[config.mk]
export PLATFORM = sky130hd
export DESIGN_NAME = sync_fifo_param
export DESIGN_NICKNAME = d
export VERILOG_FILES = /design/src/rtl/sync_fifo_param.sv
export SDC_FILE = /design/constraint.sdc
export NUM_CORES = 1
export LEC_CHECK = 0
export CORE_MARGIN = 1.5
export CORE_UTILIZATION = 57
export DETAILED_ROUTE_END_ITERATION = 6
export GPL_TIMING_DRIVEN = 1
export PLACE_DENSITY = 0.79
export SLEW_MARGIN = 20
export SYNTH_ARGS = -nofsm -noshare
export SYNTH_HDL_FRONTEND = slang
export SYNTH_SLANG_ARGS = --single-unit
[constraint.sdc]
create_clock -name clk -period 4.6 [get_ports clk]
set_clock_uncertainty 0.1 [all_clocks]
set_input_delay 0.46 -clock clk [delete_from_list [all_inputs] [get_ports clk]]
set_output_delay 0.46 -clock clk [all_outputs]
set_load 0.02 [all_outputs]
[src/rtl/sync_fifo_param.sv]
// rtl/sync_fifo_param.sv - single-clock FIFO with registered read data and level flags
// Optional sticky overflow/underflow flags with err_clr when FIFO_ERR_FLAG_EN is defined.
module sync_fifo_param #(
   parameter int DATA_W   = 8,
   parameter int ADDR_W   = 3,
   parameter int AF_LEVEL = 6,
   parameter int AE_LEVEL = 2
) (
   input  logic              clk,
   input  logic              rst_n,
   input  logic              wr_en,
   input  logic [DATA_W-1:0] data_in,
   input  logic              rd_en,
   output logic [DATA_W-1:0] data_out,
   output logic              full,
   output logic              empty,
   output logic              almost_full,
   output logic              almost_empty,
`ifdef FIFO_ERR_FLAG_EN
   input  logic              err_clr,
   output logic              overflow,
   output logic              underflow,
`endif
   output logic [ADDR_W:0]   fill_cnt
);

   localparam int              DEPTH    = 1 << ADDR_W;
   localparam logic [ADDR_W:0] PTR_ONE  = {{ADDR_W{1'b0}}, 1'b1};
   localparam logic [ADDR_W:0] FULL_CNT = {1'b1, {ADDR_W{1'b0}}};
   localparam logic [ADDR_W:0] AF_CNT   = (ADDR_W+1)'(AF_LEVEL);
   localparam logic [ADDR_W:0] AE_CNT   = (ADDR_W+1)'(AE_LEVEL);

   logic [DATA_W-1:0] mem_q [0:DEPTH-1];

   logic [ADDR_W:0]   wr_ptr_q, wr_ptr_d;
   logic [ADDR_W:0]   rd_ptr_q, rd_ptr_d;
   logic [DATA_W-1:0] data_out_q, data_out_d;
   logic [ADDR_W:0]   fill_w;
   logic              full_w, empty_w;
   logic              wr_acc, rd_acc;

   // Flags decode only from registered pointers, so they move on the same edge as the pointers.
   always_comb begin
      fill_w  = wr_ptr_q - rd_ptr_q;
      full_w  = (fill_w == FULL_CNT);
      empty_w = (fill_w == '0);
      wr_acc  = wr_en & ~full_w;
      rd_acc  = rd_en & ~empty_w;
   end

   always_comb begin
      wr_ptr_d   = wr_ptr_q;
      rd_ptr_d   = rd_ptr_q;
      data_out_d = data_out_q;
      if (wr_acc) begin
         wr_ptr_d = wr_ptr_q + PTR_ONE;
      end
      if (rd_acc) begin
         rd_ptr_d   = rd_ptr_q + PTR_ONE;
         data_out_d = mem_q[rd_ptr_q[ADDR_W-1:0]];
      end
   end

   always_ff @(posedge clk or negedge rst_n) begin
      if (!rst_n) begin
         wr_ptr_q   <= '0;
         rd_ptr_q   <= '0;
         data_out_q <= '0;
      end else begin
         wr_ptr_q   <= wr_ptr_d;
         rd_ptr_q   <= rd_ptr_d;
         data_out_q <= data_out_d;
      end
   end

   // Storage is intentionally left without reset.
   always_ff @(posedge clk) begin
      if (wr_acc) begin
         mem_q[wr_ptr_q[ADDR_W-1:0]] <= data_in;
      end
   end

`ifdef FIFO_ERR_FLAG_EN
   logic overflow_q, overflow_d;
   logic underflow_q, underflow_d;

   // A set event in the same cycle as err_clr keeps the flag high.
   always_comb begin
      overflow_d  = overflow_q;
      underflow_d = underflow_q;
      if (err_clr) begin
         overflow_d  = 1'b0;
         underflow_d = 1'b0;
      end
      if (wr_en && full_w) begin
         overflow_d = 1'b1;
      end
      if (rd_en && empty_w) begin
         underflow_d = 1'b1;
      end
   end

   always_ff @(posedge clk or negedge rst_n) begin
      if (!rst_n) begin
         overflow_q  <= 1'b0;
         underflow_q <= 1'b0;
      end else begin
         overflow_q  <= overflow_d;
         underflow_q <= underflow_d;
      end
   end

   assign overflow  = overflow_q;
   assign underflow = underflow_q;
`endif

   assign data_out     = data_out_q;
   assign fill_cnt     = fill_w;
   assign full         = full_w;
   assign empty        = empty_w;
   assign almost_full  = (fill_w >= AF_CNT);
   assign almost_empty = (fill_w <= AE_CNT);

endmodule

# ---- Word level (Yosys, flattened, before mapping)
# Memory sizes are Yosys's and may differ from the RTL's. A register that Yosys moved wholly into a read port is not among the register bits.
# Index checks and enable logic that the tools add are counted.
dict set report word_totals {
  mem_bits_ro 0
  ramBits 64
  input_bits 12
  latchBits 0
  out_inout_bits 16
  memories 1
  regBits 8
}
# memory depth width read_ports rd_clocked_by_memory_dff wr line_no
set mem_list {}
lappend mem_list {mem_q 8 8 1 1 1 33} ;# logic [DATA_W-1:0] mem_q [0:DEPTH-1];
dict set report classes {
  n_bitwise 4
  mux 2
  multipliers 0
  shifts 0
  div_mod_pow 0
  order_cmp 2
  eq_ne 1
  n_reduce_logical 2
  add_sub_neg 3
}
# op count
set ops {}
lappend ops {{$add A4 B1 Y4 const B} 2}
lappend ops {{$eq A4 B4 Y1 const B} 1}
lappend ops {{$ge A4 B3 Y1 const B} 1}
lappend ops {{$le A4 B2 Y1 const B} 1}
lappend ops {{$logic_not A4 Y1} 1}
lappend ops {{$sub A4 B4 Y4} 1}
lappend ops {{$and A1 B1 Y1} 2}
lappend ops {{$mux W1} 2}
lappend ops {{$not A1 Y1} 2}
lappend ops {{$logic_not A1 Y1} 1}

# ---- Depth between registers and ports, before layout
# Gate-level depths: netlist (run 1).
dict set report logic_depth {
  word_depth 6
  ltp_mapped 10
  ltp_nobuf 9
}

# ---- Least setup slack after synthesis (run 1)
# Ideal clock, no wire load.
dict set report synth_timing {
  kind {reg2reg}
  from {register rd_ptr_q[2]}
  to {memory mem_q[0][0], enable pin}
  slack_ns 0.903
  required_time_ns 4.105
  arrival_ns 3.203
  setup_time_ns 0.395
  path_stages_with_launch 10
  period_less_slack_ns 3.697
  path_cell_list {dfrtp_1 -> clkbuf_1 -> clkbuf_1 -> inv_1 -> ha_1 -> xor2_1 -> or3_1 -> buf_2 -> o21ai_2 -> nor4_1}
}
dict set report synth_between {
  elab_chain_len 6
}
# item line_no
set synth_lines {}
lappend synth_lines {{from (decl)} 36} ;# logic [ADDR_W:0] rd_ptr_q, rd_ptr_d;
lappend synth_lines {{from (signal assigned)} 71} ;# rd_ptr_q <= rd_ptr_d;
lappend synth_lines {{$sub A4 B4 Y4} 44} ;# fill_w = wr_ptr_q - rd_ptr_q;
lappend synth_lines {{named net fill_cnt[2]} 24} ;# output logic [ADDR_W:0] fill_cnt
lappend synth_lines {{$eq A4 B4 Y1} 45} ;# full_w = (fill_w == FULL_CNT);
lappend synth_lines {{$not A1 Y1} 47} ;# wr_acc = wr_en & ~full_w;
lappend synth_lines {{$and A1 B1 Y1} 47}
lappend synth_lines {{$mux W1} 78} ;# if (wr_acc) begin
lappend synth_lines {{$mux W1 (not written as such)} 79} ;# mem_q[wr_ptr_q[ADDR_W-1:0]] <= data_in;
lappend synth_lines {{to (decl)} 33}
# The timed path passes the listed nets, and every way through them passes these cells.

# ---- Final worst setup path (run 1)
dict set report layout_timing {
  from {register rd_ptr_q[1]}
  to {output empty}
}
dict set report layout_between {
  elab_chain_len 2
}
# item line_no
set layout_lines {}
lappend layout_lines {{$sub A4 B4 Y4} 44}
lappend layout_lines {{$logic_not A4 Y1} 46} ;# empty_w = (fill_w == '0);
lappend layout_lines {{to (decl)} 16} ;# output logic empty,
# No other way between the ends.

==> impl_metrics.xml, run 1 <==
<?xml version="1.0" encoding="UTF-8"?>
<metrics>
  <group name="clock_network">
    <metric name="post-cts-setup-buffer-count" unit="">0</metric>
    <metric name="clock-sinks" unit="">80</metric>
    <metric name="cts.root.buffer_cell" unit="">sky130_fd_sc_hd__clkbuf_8</metric>
    <metric name="cts_tree" unit="">built</metric>
    <metric name="ctsHtreeMaxLevel" unit="">3</metric>
    <metric name="post_cts_resize_count" unit="">0</metric>
    <metric name="clkLatencyLatePin" unit="ns">0.34</metric>
    <metric name="path_clk_slew" unit="ns">0.07</metric>
    <metric name="cts_made_buffers" unit="">9</metric>
    <metric name="postCtsHoldBufs" unit="">0</metric>
    <metric name="clk_path_buf_depth" unit="">2</metric>
  </group>
  <group name="routing">
    <metric name="avgViaCountPerCell" unit="">5.80</metric>
    <metric name="drt_wl_total" unit="um">5770</metric>
    <metric name="dr.pass1.iters" unit="">4</metric>
    <metric name="wl_per_cell" unit="um">18.8</metric>
    <metric name="detail_route.drc_violations" unit="">0</metric>
    <metric name="vias" unit="">1782</metric>
    <metric name="dr.first_iter.drc_count" unit="">161</metric>
    <metric name="detail-route-antenna-nets" unit="">0</metric>
  </group>
  <group name="power_and_ir_drop">
    <metric name="vdd.ir_drop.worst" unit="mV">0.813</metric>
    <metric name="clock_power_share" unit="%">18.2</metric>
    <metric name="power_switching" unit="mW">1.12</metric>
    <metric name="power_per_cell_area" unit="mW/mm2">788</metric>
    <metric name="power_frac_seq" unit="%">34.4</metric>
    <metric name="leakage_power_figure" unit="nW">1.41</metric>
    <metric name="switching_share" unit="%">36.3</metric>
    <metric name="power.combinational.fraction" unit="%">47.4</metric>
    <metric name="internal_power" unit="mW">1.97</metric>
  </group>
  <group name="synthesis">
    <metric name="synth_seq_cells" unit="">80</metric>
    <metric name="synthesis.nets" unit="">207</metric>
    <metric name="most_numerous_cell_in_the_yosys_netlist" unit="">sky130_fd_sc_hd__edfxtp_1</metric>
    <metric name="synthesis.area_per_instance" unit="um2">17.4</metric>
    <metric name="yosys-top-cells-area" unit="">sky130_fd_sc_hd__edfxtp_1, sky130_fd_sc_hd__dfrtp_1, sky130_fd_sc_hd__mux4_2</metric>
    <metric name="synthArstFlopShare" unit="%">20.0</metric>
    <metric name="leading_cell_types_by_count_after_synthesis" unit="">sky130_fd_sc_hd__edfxtp_1, sky130_fd_sc_hd__nand2_1, sky130_fd_sc_hd__dfrtp_1, sky130_fd_sc_hd__mux4_2, sky130_fd_sc_hd__mux2_2</metric>
    <metric name="synthDominantAreaCellType" unit="">sky130_fd_sc_hd__edfxtp_1</metric>
    <metric name="number_of_warning_messages_in_the_yosys_log" unit="">0</metric>
    <metric name="synthDominantCellAreaShare" unit="%">58.4</metric>
    <metric name="syn_area" unit="mm2">0.00329</metric>
    <metric name="synth-seq-area-share" unit="%">70.6</metric>
    <metric name="synth.distinct_cells" unit="">28</metric>
    <metric name="synth_enable_flop_cells" unit="">64</metric>
    <metric name="synthCells" unit="">189</metric>
    <metric name="synth-main-ff-cell" unit="">sky130_fd_sc_hd__edfxtp_1</metric>
  </group>
  <group name="global_routing">
    <metric name="globalRoute.totalOverflow" unit="">0</metric>
    <metric name="first_pass_grt_wire_length" unit="um">9270</metric>
    <metric name="grt_antenna_before_repair" unit="">0</metric>
    <metric name="grt_start_max_net_pins" unit="">21</metric>
    <metric name="grtUsageTotal" unit="%">21.2</metric>
    <metric name="grt_pass1_vias" unit="">1892</metric>
  </group>
  <group name="placed_design">
    <metric name="place.detailed.hpwl" unit="um">3880</metric>
    <metric name="gp_congestion" unit="">0.818</metric>
    <metric name="cell_total_after_placement" unit="">291</metric>
    <metric name="port-buffer-count" unit="">27</metric>
  </group>
  <group name="die">
    <metric name="placeableCoreArea" unit="mm2">0.00554</metric>
    <metric name="placement_rows" unit="">27</metric>
    <metric name="start_util" unit="%">59.3</metric>
    <metric name="chipWidth" unit="um">79.0</metric>
    <metric name="die_area" unit="mm2">0.00623</metric>
    <metric name="io-pin-count" unit="">28</metric>
    <metric name="die_h" unit="um">79.0</metric>
  </group>
  <group name="setup_path">
    <metric name="cp_delay_by_family_top" unit="">buffers and inverters</metric>
    <metric name="worst_setup_sp_type" unit="">flip-flop</metric>
    <metric name="rr_startpoint" unit="">rd_ptr_q[1]</metric>
    <metric name="critical-path-max-stage-delay" unit="ns">0.61</metric>
    <metric name="maximum_fanout_count_along_the_critical_path" unit="">12</metric>
    <metric name="crit_start" unit="">rd_ptr_q[1]</metric>
    <metric name="worst-setup-path-type" unit="">flip-flop to primary output</metric>
    <metric name="critPathArrivalTime" unit="ns">3.30</metric>
    <metric name="critical_path.endpoint_type" unit="">primary output</metric>
    <metric name="crit_path_cell_trace" unit="">clkinv_1 &gt; fa_1 &gt; xor2_1 &gt; or3_1 &gt; nor2_1 &gt; clkdlybuf4s50_1</metric>
    <metric name="timing.critical_path.buf_inv" unit="">2</metric>
    <metric name="cp.required" unit="ns">4.04</metric>
    <metric name="worst_path_max_delay_cell" unit="">sky130_fd_sc_hd__clkdlybuf4s50_1</metric>
  </group>
  <group name="timing">
    <metric name="final.min_clock_period" unit="ns">3.86</metric>
    <metric name="worst_slew_margin_rel" unit="%">47.4</metric>
    <metric name="max_clock_freq" unit="MHz">259</metric>
    <metric name="finalSetupViolCount" unit="">0</metric>
    <metric name="final.period_utilization" unit="%">83.9</metric>
    <metric name="grt_setup_unrepaired" unit="">no</metric>
    <metric name="fin_tns_setup" unit="ns">0</metric>
    <metric name="final-hold-violation-count" unit="">0</metric>
    <metric name="timing.final.max_slew_violations" unit="">0</metric>
    <metric name="tightestPinTransition" unit="ns">0.786</metric>
  </group>
  <group name="finish">
    <metric name="post-route-util" unit="%">70.7</metric>
    <metric name="number_of_inserted_diodes" unit="">0</metric>
    <metric name="finish.cell_count_without_fillers" unit="">307</metric>
    <metric name="layout-area-overhead-vs-synth" unit="%">19.1</metric>
    <metric name="finish.net_count" unit="">248</metric>
    <metric name="drive_above_1_share" unit="%">23.4</metric>
  </group>
  <group name="run_status">
    <metric name="run_status" unit="">complete, no violations</metric>
  </group>
  <group name="min_path">
    <metric name="hold_path_startpoint" unit="">data_out[6]</metric>
    <metric name="hold_crit_class" unit="">flip-flop to flip-flop</metric>
  </group>
  <group name="flow_run">
    <metric name="timing.max_cap.violations" unit="">0</metric>
  </group>
</metrics>
## metrics by stage
step	power [mW]	hold WS, ns	setup WS, ns	instance area, um2
after floorplan	2.03	0.0644	0.903	3290
after global placement	2.48	0.389	1.25	3690
after detailed placement	2.55	0.400	1.12	3690
after CTS	3.11	0.416	0.746	3920
after global routing	3.28	0.440	0.581	3920
final	3.09	0.412	0.740	3920
## power by group through the flow
stage	Clock, mW	Combinational [mW]	Sequential (mW)
after CTS	0.575	1.48	1.06
after floorplan	0	0.950	1.08
after global routing	0.608	1.59	1.08
after global placement	0	1.42	1.06
final	0.561	1.46	1.06
after detailed placement	0	1.47	1.08
## layout make-up
class / count / area [um2]
repair buffers: 37 / 345
clock buffers: 13 / 159
multi-input cells: 95 / 910
inverters: 7 / 26.3
clock inverters: 3 / 65.1
well taps: 72 / 90.1
flip-flops and latches: 80 / 2320
fillers: 364 / 1620
## layout by cell type, fill, tap and decap left out, types with 2 or more instances in the layout
cell,instances
sky130_fd_sc_hd__xnor2_1,5
sky130_fd_sc_hd__o211ai_1,2
sky130_fd_sc_hd__mux2_2,10
sky130_fd_sc_hd__clkdlybuf4s50_1,27
sky130_fd_sc_hd__clkbuf_8,11
sky130_fd_sc_hd__edfxtp_1,64
sky130_fd_sc_hd__clkbuf_1,2
sky130_fd_sc_hd__o21ai_2,2
sky130_fd_sc_hd__a21oi_1,3
sky130_fd_sc_hd__nor4_1,2
sky130_fd_sc_hd__ha_1,5
sky130_fd_sc_hd__mux4_2,16
sky130_fd_sc_hd__inv_1,5
sky130_fd_sc_hd__nor2_1,2
sky130_fd_sc_hd__dfrtp_1,16
sky130_fd_sc_hd__bufinv_16,2
sky130_fd_sc_hd__nand4_1,2
sky130_fd_sc_hd__buf_4,10
sky130_fd_sc_hd__nor3_1,7
sky130_fd_sc_hd__xor2_1,3
sky130_fd_sc_hd__nand2_1,29
## sequential cells by signal, summed over array words and instances (netlist names)
register	cells
data_out	8
mem_q	64
wr_ptr_q	4
rd_ptr_q	4
## metal layers
layer,global-route usage [%],up-vias,wire length [um]
met5,0,-,0
met4,7.54,0,102
met3,6.55,12,321
met2,35.3,50,2960
met1,26.3,916,2380
li1,-,804,-
## path summary, 6_finish.rpt
| kind | end | slack, ns | cells after the start |
|---|---|---|---|
| worst max-delay path | empty | 0.74 | 6 |
| worst min-delay path | data_out[6] | 0.41 | 1 |
| worst max register to register | mem_q[3][0] | 1.35 | 7 |
| worst min register to register | data_out[6] | 0.41 | 1 |
| max in group asynchronous | data_out[3] | 3.43 | 1 |
| min in group asynchronous | data_out[2] | 0.48 | 1 |
## logic make-up (layout without fill, tap and decap cells)
logic type / Yosys count / after routing / synth area share [%]
fa+ha+maj: 6 / 6 / 2.51
compound gates: 10 / 10 / 2.40
buf+inv: 14 / 60 / 1.71
flops: 80 / 80 / 70.6
mux: 26 / 26 / 14.4
simple gates: 44 / 44 / 5.75
xor+xnor: 9 / 9 / 2.63
(Power assumes the default switching activity.)
==> inputs of run 2 (changes only) <==
--- a/config.mk
+++ b/config.mk
@@ -6,10 +6,10 @@
 export NUM_CORES = 1
 export LEC_CHECK = 0
 export CORE_MARGIN = 1.5
-export CORE_UTILIZATION = 57
+export CORE_UTILIZATION = 51
 export DETAILED_ROUTE_END_ITERATION = 6
 export GPL_TIMING_DRIVEN = 1
-export PLACE_DENSITY = 0.79
+export PLACE_DENSITY = 0.74
 export SLEW_MARGIN = 20
 export SYNTH_ARGS = -nofsm -noshare
 export SYNTH_HDL_FRONTEND = slang
==> constraint.sdc (replaced) <==
create_clock -name clk -period 3.2 [get_ports clk]
set_clock_uncertainty 0.1 [all_clocks]
set_input_delay 0.32 -clock clk [delete_from_list [all_inputs] [get_ports clk]]
set_output_delay 0.32 -clock clk [all_outputs]
set_load 0.02 [all_outputs]
==> run 2 against run 1 <==
Effect of this change: global-route usage down 2.3 points; via count down 2.7%; die area up 11%; wire length up 1.5%; register-to-register slack worse by 1.0 ns; sequential share of layout area down 0.89 points; critical endpoint unchanged; cell count up 2.3%; design area up 1.5%; non-clock buffer count up 2.
==> impl_metrics.xml, run 2 (synthesized netlist as in run 1, its figures left out) <==
<?xml version="1.0" encoding="UTF-8"?>
<metrics>
  <group name="clock_network">
    <metric name="path_clk_slew" unit="ns">0.08</metric>
    <metric name="cts.root.buffer_cell" unit="">sky130_fd_sc_hd__clkbuf_8</metric>
    <metric name="clk_path_buf_depth" unit="">2</metric>
    <metric name="post-cts-setup-buffer-count" unit="">0</metric>
    <metric name="cts_made_buffers" unit="">9</metric>
    <metric name="clkLatencyLatePin" unit="ns">0.34</metric>
    <metric name="ctsHtreeMaxLevel" unit="">3</metric>
    <metric name="clock-sinks" unit="">80</metric>
    <metric name="cts_tree" unit="">built</metric>
  </group>
  <group name="routing">
    <metric name="dr.first_iter.drc_count" unit="">168</metric>
    <metric name="dr.pass1.iters" unit="">4</metric>
    <metric name="avgViaCountPerCell" unit="">5.52</metric>
    <metric name="drt_wl_total" unit="um">5860</metric>
    <metric name="vias" unit="">1733</metric>
    <metric name="wl_per_cell" unit="um">18.6</metric>
    <metric name="detail-route-antenna-nets" unit="">0</metric>
    <metric name="detail_route.drc_violations" unit="">0</metric>
  </group>
  <group name="global_routing">
    <metric name="gr-usage-met1" unit="%">26.9</metric>
    <metric name="globalRoute.totalOverflow" unit="">0</metric>
    <metric name="globalRoute.busiestLayer" unit="">met2</metric>
    <metric name="first_pass_grt_wire_length" unit="um">9560</metric>
    <metric name="grt_start_max_net_pins" unit="">20</metric>
    <metric name="grtUsageTotal" unit="%">18.9</metric>
    <metric name="grt.met2_usage" unit="%">28.8</metric>
    <metric name="groute.layer.met3.usage" unit="%">5.07</metric>
    <metric name="grt_pass1_vias" unit="">1756</metric>
    <metric name="grt_antenna_before_repair" unit="">0</metric>
  </group>
  <group name="die">
    <metric name="start_util" unit="%">52.4</metric>
    <metric name="placeableCoreArea" unit="mm2">0.00628</metric>
    <metric name="die_h" unit="um">83.3</metric>
    <metric name="io-pin-count" unit="">28</metric>
    <metric name="chipWidth" unit="um">83.3</metric>
    <metric name="die_area" unit="mm2">0.00694</metric>
    <metric name="placement_rows" unit="">29</metric>
  </group>
  <group name="timing">
    <metric name="whs" unit="ns">0.312</metric>
    <metric name="final.period_utilization" unit="%">94.1</metric>
    <metric name="tightestPinTransition" unit="ns">0.858</metric>
    <metric name="grt_setup_unrepaired" unit="">no</metric>
    <metric name="fin_tns_setup" unit="ns">0</metric>
    <metric name="worst_slack" unit="ns">0.190</metric>
    <metric name="max_clock_freq" unit="MHz">332</metric>
    <metric name="final.min_clock_period" unit="ns">3.01</metric>
    <metric name="finalSetupViolCount" unit="">0</metric>
    <metric name="timing.final.max_slew_violations" unit="">0</metric>
    <metric name="worst_slew_margin_rel" unit="%">42.5</metric>
    <metric name="final-hold-violation-count" unit="">0</metric>
  </group>
  <group name="finish">
    <metric name="number_of_inserted_diodes" unit="">0</metric>
    <metric name="final_common_cell" unit="">sky130_fd_sc_hd__edfxtp_1</metric>
    <metric name="most-common-layout-cells" unit="">sky130_fd_sc_hd__edfxtp_1, sky130_fd_sc_hd__nand2_1, sky130_fd_sc_hd__clkdlybuf4s50_1</metric>
    <metric name="layout-area-overhead-vs-synth" unit="%">21.0</metric>
    <metric name="n_fill_cell" unit="">463</metric>
    <metric name="drive_above_1_share" unit="%">28.3</metric>
    <metric name="flip_flop_count_of_the_largest_register_after_layout" unit="">64</metric>
    <metric name="finish.net_count" unit="">250</metric>
    <metric name="finish.cell_count_without_fillers" unit="">314</metric>
  </group>
  <group name="setup_path">
    <metric name="maximum_fanout_count_along_the_critical_path" unit="">5</metric>
    <metric name="critical-path-max-stage-delay" unit="ns">0.40</metric>
    <metric name="worst_setup_sp_type" unit="">flip-flop</metric>
    <metric name="critPathArrivalTime" unit="ns">2.59</metric>
    <metric name="critical_path.endpoint_type" unit="">primary output</metric>
    <metric name="worst-setup-path-type" unit="">flip-flop to primary output</metric>
    <metric name="critical_path.most_common_cell" unit="">sky130_fd_sc_hd__inv_1</metric>
    <metric name="crit_path_cell_trace" unit="">inv_1 &gt; ha_1 &gt; inv_1 &gt; fa_1 &gt; xor2_2 &gt; or3_1 &gt; buf_4 &gt; nor2_1 &gt; dlygate4sd2_1</metric>
    <metric name="cp_delay_by_family_top" unit="">buffers and inverters</metric>
    <metric name="cp.required" unit="ns">2.78</metric>
    <metric name="timing.critical_path.buf_inv" unit="">4</metric>
    <metric name="worst_path_max_delay_cell" unit="">sky130_fd_sc_hd__fa_1</metric>
  </group>
  <group name="placed_design">
    <metric name="place.detailed.hpwl" unit="um">3950</metric>
    <metric name="pre_cts_slack" unit="ns">0.259</metric>
    <metric name="port-buffer-count" unit="">27</metric>
    <metric name="gp_congestion" unit="">0.840</metric>
    <metric name="cell_total_after_placement" unit="">298</metric>
  </group>
  <group name="power_and_ir_drop">
    <metric name="power_per_cell_area" unit="mW/mm2">1130</metric>
    <metric name="vdd.ir_drop.worst" unit="mV">0.762</metric>
    <metric name="leakage_power_figure" unit="nW">1.43</metric>
  </group>
  <group name="run_status">
    <metric name="run_status" unit="">complete, no violations</metric>
  </group>
  <group name="flow_run">
    <metric name="timing.max_cap.violations" unit="">0</metric>
  </group>
  <group name="min_path">
    <metric name="hold_crit_class" unit="">input port to async pin</metric>
  </group>
</metrics>
run 2: changes by cell type in the layout (fill, tap and decap cells not counted), moves of 2 or more:
cell                              delta
sky130_fd_sc_hd__nor4_4              +2
sky130_fd_sc_hd__dlygate4sd2_1       +2
sky130_fd_sc_hd__inv_6               +3
sky130_fd_sc_hd__clkdlybuf4s50_1     -3
sky130_fd_sc_hd__nor3_2              +5
sky130_fd_sc_hd__clkbuf_8            -2
sky130_fd_sc_hd__clkbuf_1            -2
sky130_fd_sc_hd__nor3_1              -5
sky130_fd_sc_hd__clkinvlp_4          +2
sky130_fd_sc_hd__buf_4               +2
sky130_fd_sc_hd__nor4_1              -2
run 2: path summary, 6_finish.rpt:
path | start | endpoint | slack [ns] | cells after the start
setup / recovery | wr_ptr_q[0] | empty | 0.19 | 9
hold / removal | rst_n | rd_ptr_q[3] | 0.31 | 1
setup reg to reg | wr_ptr_q[1] | mem_q[1][4] | 0.32 | 7
hold reg to reg | data_out[3] | data_out[3] | 0.41 | 1
max in group asynchronous | rst_n | wr_ptr_q[0] | 2.22 | 1
min in group clk | data_out[3] | data_out[3] | 0.41 | 1
run 2: area by class of cell:
cell class | count | area, um2 | share of cell area [%]
Clock buffer | 9 | 124 | 3.11
Clock inverter | 7 | 76.3 | 1.92
Inverter | 7 | 26.3 | 0.661
Multi-Input combinational cell | 95 | 972 | 24.4
Sequential cell | 80 | 2320 | 58.4
Tap cell | 77 | 96.3 | 2.42
Timing Repair Buffer | 39 | 360 | 9.06
run 2: repair_timing:
item	CTS	global route
resized for setup	2	1
endpoints found under the setup margin	2	1
hold buffers	0	0
pin swaps	1	0
gates cloned	0	0
run 2: through the flow:
step	utilization [%]	power, mW	instance area (um2)
after floorplan	-	2.99	3350
after detailed placement	60.2	3.81	3780
after global routing	63.4	4.75	3980
final	63.4	4.48	3980
after CTS	63.3	4.52	3980
after global placement	60.2	3.78	3780
run 2: power breakdown:
group          internal, mW  switching, mW  leakage (nW)
logic                  1.00           1.26         0.566
registers              1.38         0.0943         0.771
clock network         0.367          0.373        0.0966
total                  2.75           1.72          1.43
run 2: metal layers:
| layer | part of all wire, % | up-vias | wire [um] |
|---|---|---|---|
| met5 | 0 | - | 0 |
| met4 | 0.92 | 0 | 54 |
| met3 | 3.1 | 5 | 179 |
| met2 | 49 | 32 | 2890 |
| met1 | 47 | 884 | 2730 |
| li1 | - | 812 | - |
==> inputs of run 3 (changes only) <==
--- a/config.mk
+++ b/config.mk
@@ -7,6 +7,7 @@
 export LEC_CHECK = 0
 export CORE_MARGIN = 1.5
 export CORE_UTILIZATION = 51
+export CTS_CLUSTER_DIAMETER = 60
 export DETAILED_ROUTE_END_ITERATION = 6
 export GPL_TIMING_DRIVEN = 1
 export PLACE_DENSITY = 0.74
==> constraint.sdc (replaced) <==
create_clock -name clk -period 2.6 [get_ports clk]
set_clock_uncertainty 0.1 [all_clocks]
set_input_delay 0.26 -clock clk [delete_from_list [all_inputs] [get_ports clk]]
set_output_delay 0.26 -clock clk [all_outputs]
set_load 0.02 [all_outputs]
==> run 3 against run 2 <==
Effect of this change: clock-buffer cell count up 1; clock power up 33%; first-iteration DRC count down 18%; flip-flop and latch count unchanged; sequential share of layout area down 4.3 points.
==> impl_metrics.xml, run 3 (synthesized netlist as in run 1, its figures left out) <==
<?xml version="1.0" encoding="UTF-8"?>
<metrics>
  <group name="run_status">
    <metric name="run_status" unit="">complete, no violations</metric>
  </group>
  <group name="placed_design">
    <metric name="cell_total_after_placement" unit="">307</metric>
    <metric name="placed_cell_area" unit="mm2">0.00403</metric>
    <metric name="place.detailed.hpwl" unit="um">4300</metric>
    <metric name="port-buffer-count" unit="">27</metric>
    <metric name="gp_congestion" unit="">0.781</metric>
  </group>
  <group name="routing">
    <metric name="wl_per_cell" unit="um">19.6</metric>
    <metric name="avgViaCountPerCell" unit="">5.55</metric>
    <metric name="dr.first_iter.drc_count" unit="">138</metric>
    <metric name="detail_route.drc_violations" unit="">0</metric>
    <metric name="drt_wl_total" unit="um">6460</metric>
    <metric name="dr.pass1.iters" unit="">4</metric>
    <metric name="vias" unit="">1827</metric>
    <metric name="detail-route-antenna-nets" unit="">0</metric>
  </group>
  <group name="clock_network">
    <metric name="cts.root.buffer_cell" unit="">sky130_fd_sc_hd__clkbuf_8</metric>
    <metric name="clk_path_buf_depth" unit="">2</metric>
    <metric name="clock-sinks" unit="">80</metric>
    <metric name="clkLatencyLatePin" unit="ns">0.34</metric>
    <metric name="cts_made_buffers" unit="">9</metric>
    <metric name="path_clk_slew" unit="ns">0.09</metric>
    <metric name="postCtsHoldBufs" unit="">0</metric>
    <metric name="ctsHtreeMaxLevel" unit="">3</metric>
    <metric name="cts_tree" unit="">built</metric>
  </group>
  <group name="global_routing">
    <metric name="grt_start_max_net_pins" unit="">20</metric>
    <metric name="grt_antenna_before_repair" unit="">0</metric>
    <metric name="grtUsageTotal" unit="%">20.9</metric>
    <metric name="grt_pass1_vias" unit="">1889</metric>
    <metric name="grt.met2_usage" unit="%">34.4</metric>
    <metric name="globalRoute.busiestLayer" unit="">met2</metric>
    <metric name="first_pass_grt_wire_length" unit="um">10600</metric>
    <metric name="gr-usage-met1" unit="%">29.0</metric>
    <metric name="globalRoute.totalOverflow" unit="">0</metric>
    <metric name="groute.layer.met3.usage" unit="%">3.28</metric>
  </group>
  <group name="timing">
    <metric name="timing.final.max_slew_violations" unit="">0</metric>
    <metric name="final.min_clock_period" unit="ns">2.59</metric>
    <metric name="worst_slew_margin_rel" unit="%">50.3</metric>
    <metric name="whs" unit="ns">0.255</metric>
    <metric name="final-hold-violation-count" unit="">0</metric>
    <metric name="grt_setup_unrepaired" unit="">yes</metric>
    <metric name="finalSetupViolCount" unit="">0</metric>
    <metric name="final.period_utilization" unit="%">99.6</metric>
    <metric name="tightestPinTransition" unit="ns">0.744</metric>
    <metric name="max_clock_freq" unit="MHz">386</metric>
  </group>
  <group name="power_and_ir_drop">
    <metric name="switching_share" unit="%">37.9</metric>
    <metric name="power.combinational.fraction" unit="%">54.9</metric>
    <metric name="power_switching" unit="mW">2.37</metric>
    <metric name="power_frac_seq" unit="%">29.4</metric>
    <metric name="vdd.ir_drop.worst" unit="mV">1.17</metric>
    <metric name="clock_power_share" unit="%">15.7</metric>
    <metric name="power_per_cell_area" unit="mW/mm2">1460</metric>
    <metric name="leakage_power_figure" unit="nW">1.58</metric>
    <metric name="internal_power" unit="mW">3.88</metric>
  </group>
  <group name="finish">
    <metric name="finish.net_count" unit="">265</metric>
    <metric name="most-common-layout-cells" unit="">sky130_fd_sc_hd__edfxtp_1, sky130_fd_sc_hd__nand2_1, sky130_fd_sc_hd__clkdlybuf4s50_1</metric>
    <metric name="layout-area-overhead-vs-synth" unit="%">30.6</metric>
    <metric name="n_fill_cell" unit="">424</metric>
    <metric name="final_common_cell" unit="">sky130_fd_sc_hd__edfxtp_1</metric>
    <metric name="flip_flop_count_of_the_largest_register_after_layout" unit="">64</metric>
    <metric name="finish.cell_count_without_fillers" unit="">329</metric>
    <metric name="design_area_final" unit="mm2">0.00429</metric>
    <metric name="drive_above_1_share" unit="%">37.3</metric>
    <metric name="multiInputGateArea" unit="mm2">0.00110</metric>
    <metric name="layout.area.seq" unit="mm2">0.00232</metric>
    <metric name="number_of_inserted_diodes" unit="">0</metric>
    <metric name="post-route-util" unit="%">68.4</metric>
  </group>
  <group name="min_path">
    <metric name="hold_crit_class" unit="">input port to async pin</metric>
  </group>
  <group name="setup_path">
    <metric name="rr_startpoint" unit="">wr_ptr_q[0]</metric>
    <metric name="crit_cells" unit="">11</metric>
    <metric name="maximum_fanout_count_along_the_critical_path" unit="">5</metric>
    <metric name="worst_r2r_path_depth" unit="">11</metric>
    <metric name="worst_path_max_delay_cell" unit="">sky130_fd_sc_hd__dfrtp_2</metric>
    <metric name="critical_path.endpoint_type" unit="">flip-flop</metric>
    <metric name="crit_start" unit="">wr_ptr_q[0]</metric>
    <metric name="critPathArrivalTime" unit="ns">2.71</metric>
    <metric name="cp.required" unit="ns">2.72</metric>
    <metric name="crit_path_cell_trace" unit="">inv_2 &gt; ha_4 &gt; inv_2 &gt; fa_2 &gt; xor2_4 &gt; or3_4 &gt; buf_6 &gt; o21ai_4 &gt; buf_6 &gt; buf_12 &gt; mux2_4</metric>
    <metric name="worst_setup_sp_type" unit="">flip-flop</metric>
    <metric name="timing.critical_path.buf_inv" unit="">5</metric>
    <metric name="worst-setup-path-type" unit="">flip-flop to flip-flop</metric>
    <metric name="cp_delay_by_family_top" unit="">adder cells</metric>
    <metric name="critical-path-max-stage-delay" unit="ns">0.41</metric>
  </group>
  <group name="die">
    <metric name="placeableCoreArea" unit="mm2">0.00628</metric>
    <metric name="die_area" unit="mm2">0.00694</metric>
    <metric name="placement_rows" unit="">29</metric>
    <metric name="start_util" unit="%">52.4</metric>
    <metric name="die_h" unit="um">83.3</metric>
    <metric name="io-pin-count" unit="">28</metric>
    <metric name="chipWidth" unit="um">83.3</metric>
  </group>
  <group name="flow_run">
    <metric name="timing.max_cap.violations" unit="">0</metric>
  </group>
</metrics>
## run 3: cell count changes in the layout (fill, tap and decap cells not counted), sizes merged
cell           delta
bufinv            +1
dlygate4sd2       +2
clkinv            -1
clkbuf            +1
dlymetal6s2s      -1
buf              +18
clkinvlp          -1
clkdlybuf4s50     -4
## run 3: final timing paths
path	slack, ns	endpoint
max in group asynchronous	1.63	wr_ptr_q[0]
setup / recovery	0.01	data_out[1]
hold / removal	0.25	data_out[2]
hold reg to reg	0.41	data_out[5]
setup reg to reg	0.01	data_out[1]
min in group clk	0.41	data_out[5]
## run 3: cell type report
type	count	share of cell area (%)
clock buffer	10	2.97
timing repair buffer	54	12.2
multi-input combinational	95	25.7
clock inverter	6	2.10
sequential	80	54.1
inverter	7	0.612
tap	77	2.24
## run 3: per-layer routing
| metal | wire length, um | part of all wire, % |
|---|---|---|
| met1 | 2810 | 44 |
| met2 | 3360 | 52 |
| met3 | 193 | 3.0 |
| met4 | 93 | 1.4 |
| met5 | 0 | 0 |
## run 3: power groups by stage
stage	logic, mW	clock network [mW]	registers (mW)
after global routing	3.70	1.05	1.87
after global placement	3.28	0	1.84
after CTS	3.51	0.998	1.84
final	3.43	0.983	1.84
after floorplan	2.05	0	1.94
after detailed placement	3.37	0	1.87
## run 3: stage by stage
stage                     setup TNS (ns)  power (mW)  setup slack (ns)
after floorplan                    -8.83        4.00            -0.197
after global placement             -1.08        5.13           -0.0502
after detailed placement           -2.86        5.24           -0.0794
after CTS                         -0.141        6.35           -0.0368
after global routing              -0.756        6.62           -0.0684
final                                  0        6.25            0.0105
## run 3: repair_timing
action                                  in CTS  in global routing
buffers inserted                             5                  7
gates resized for setup                     22                  7
endpoints found under the setup margin      72                 67
cloned                                       1                  0
pin swaps                                    2                  3
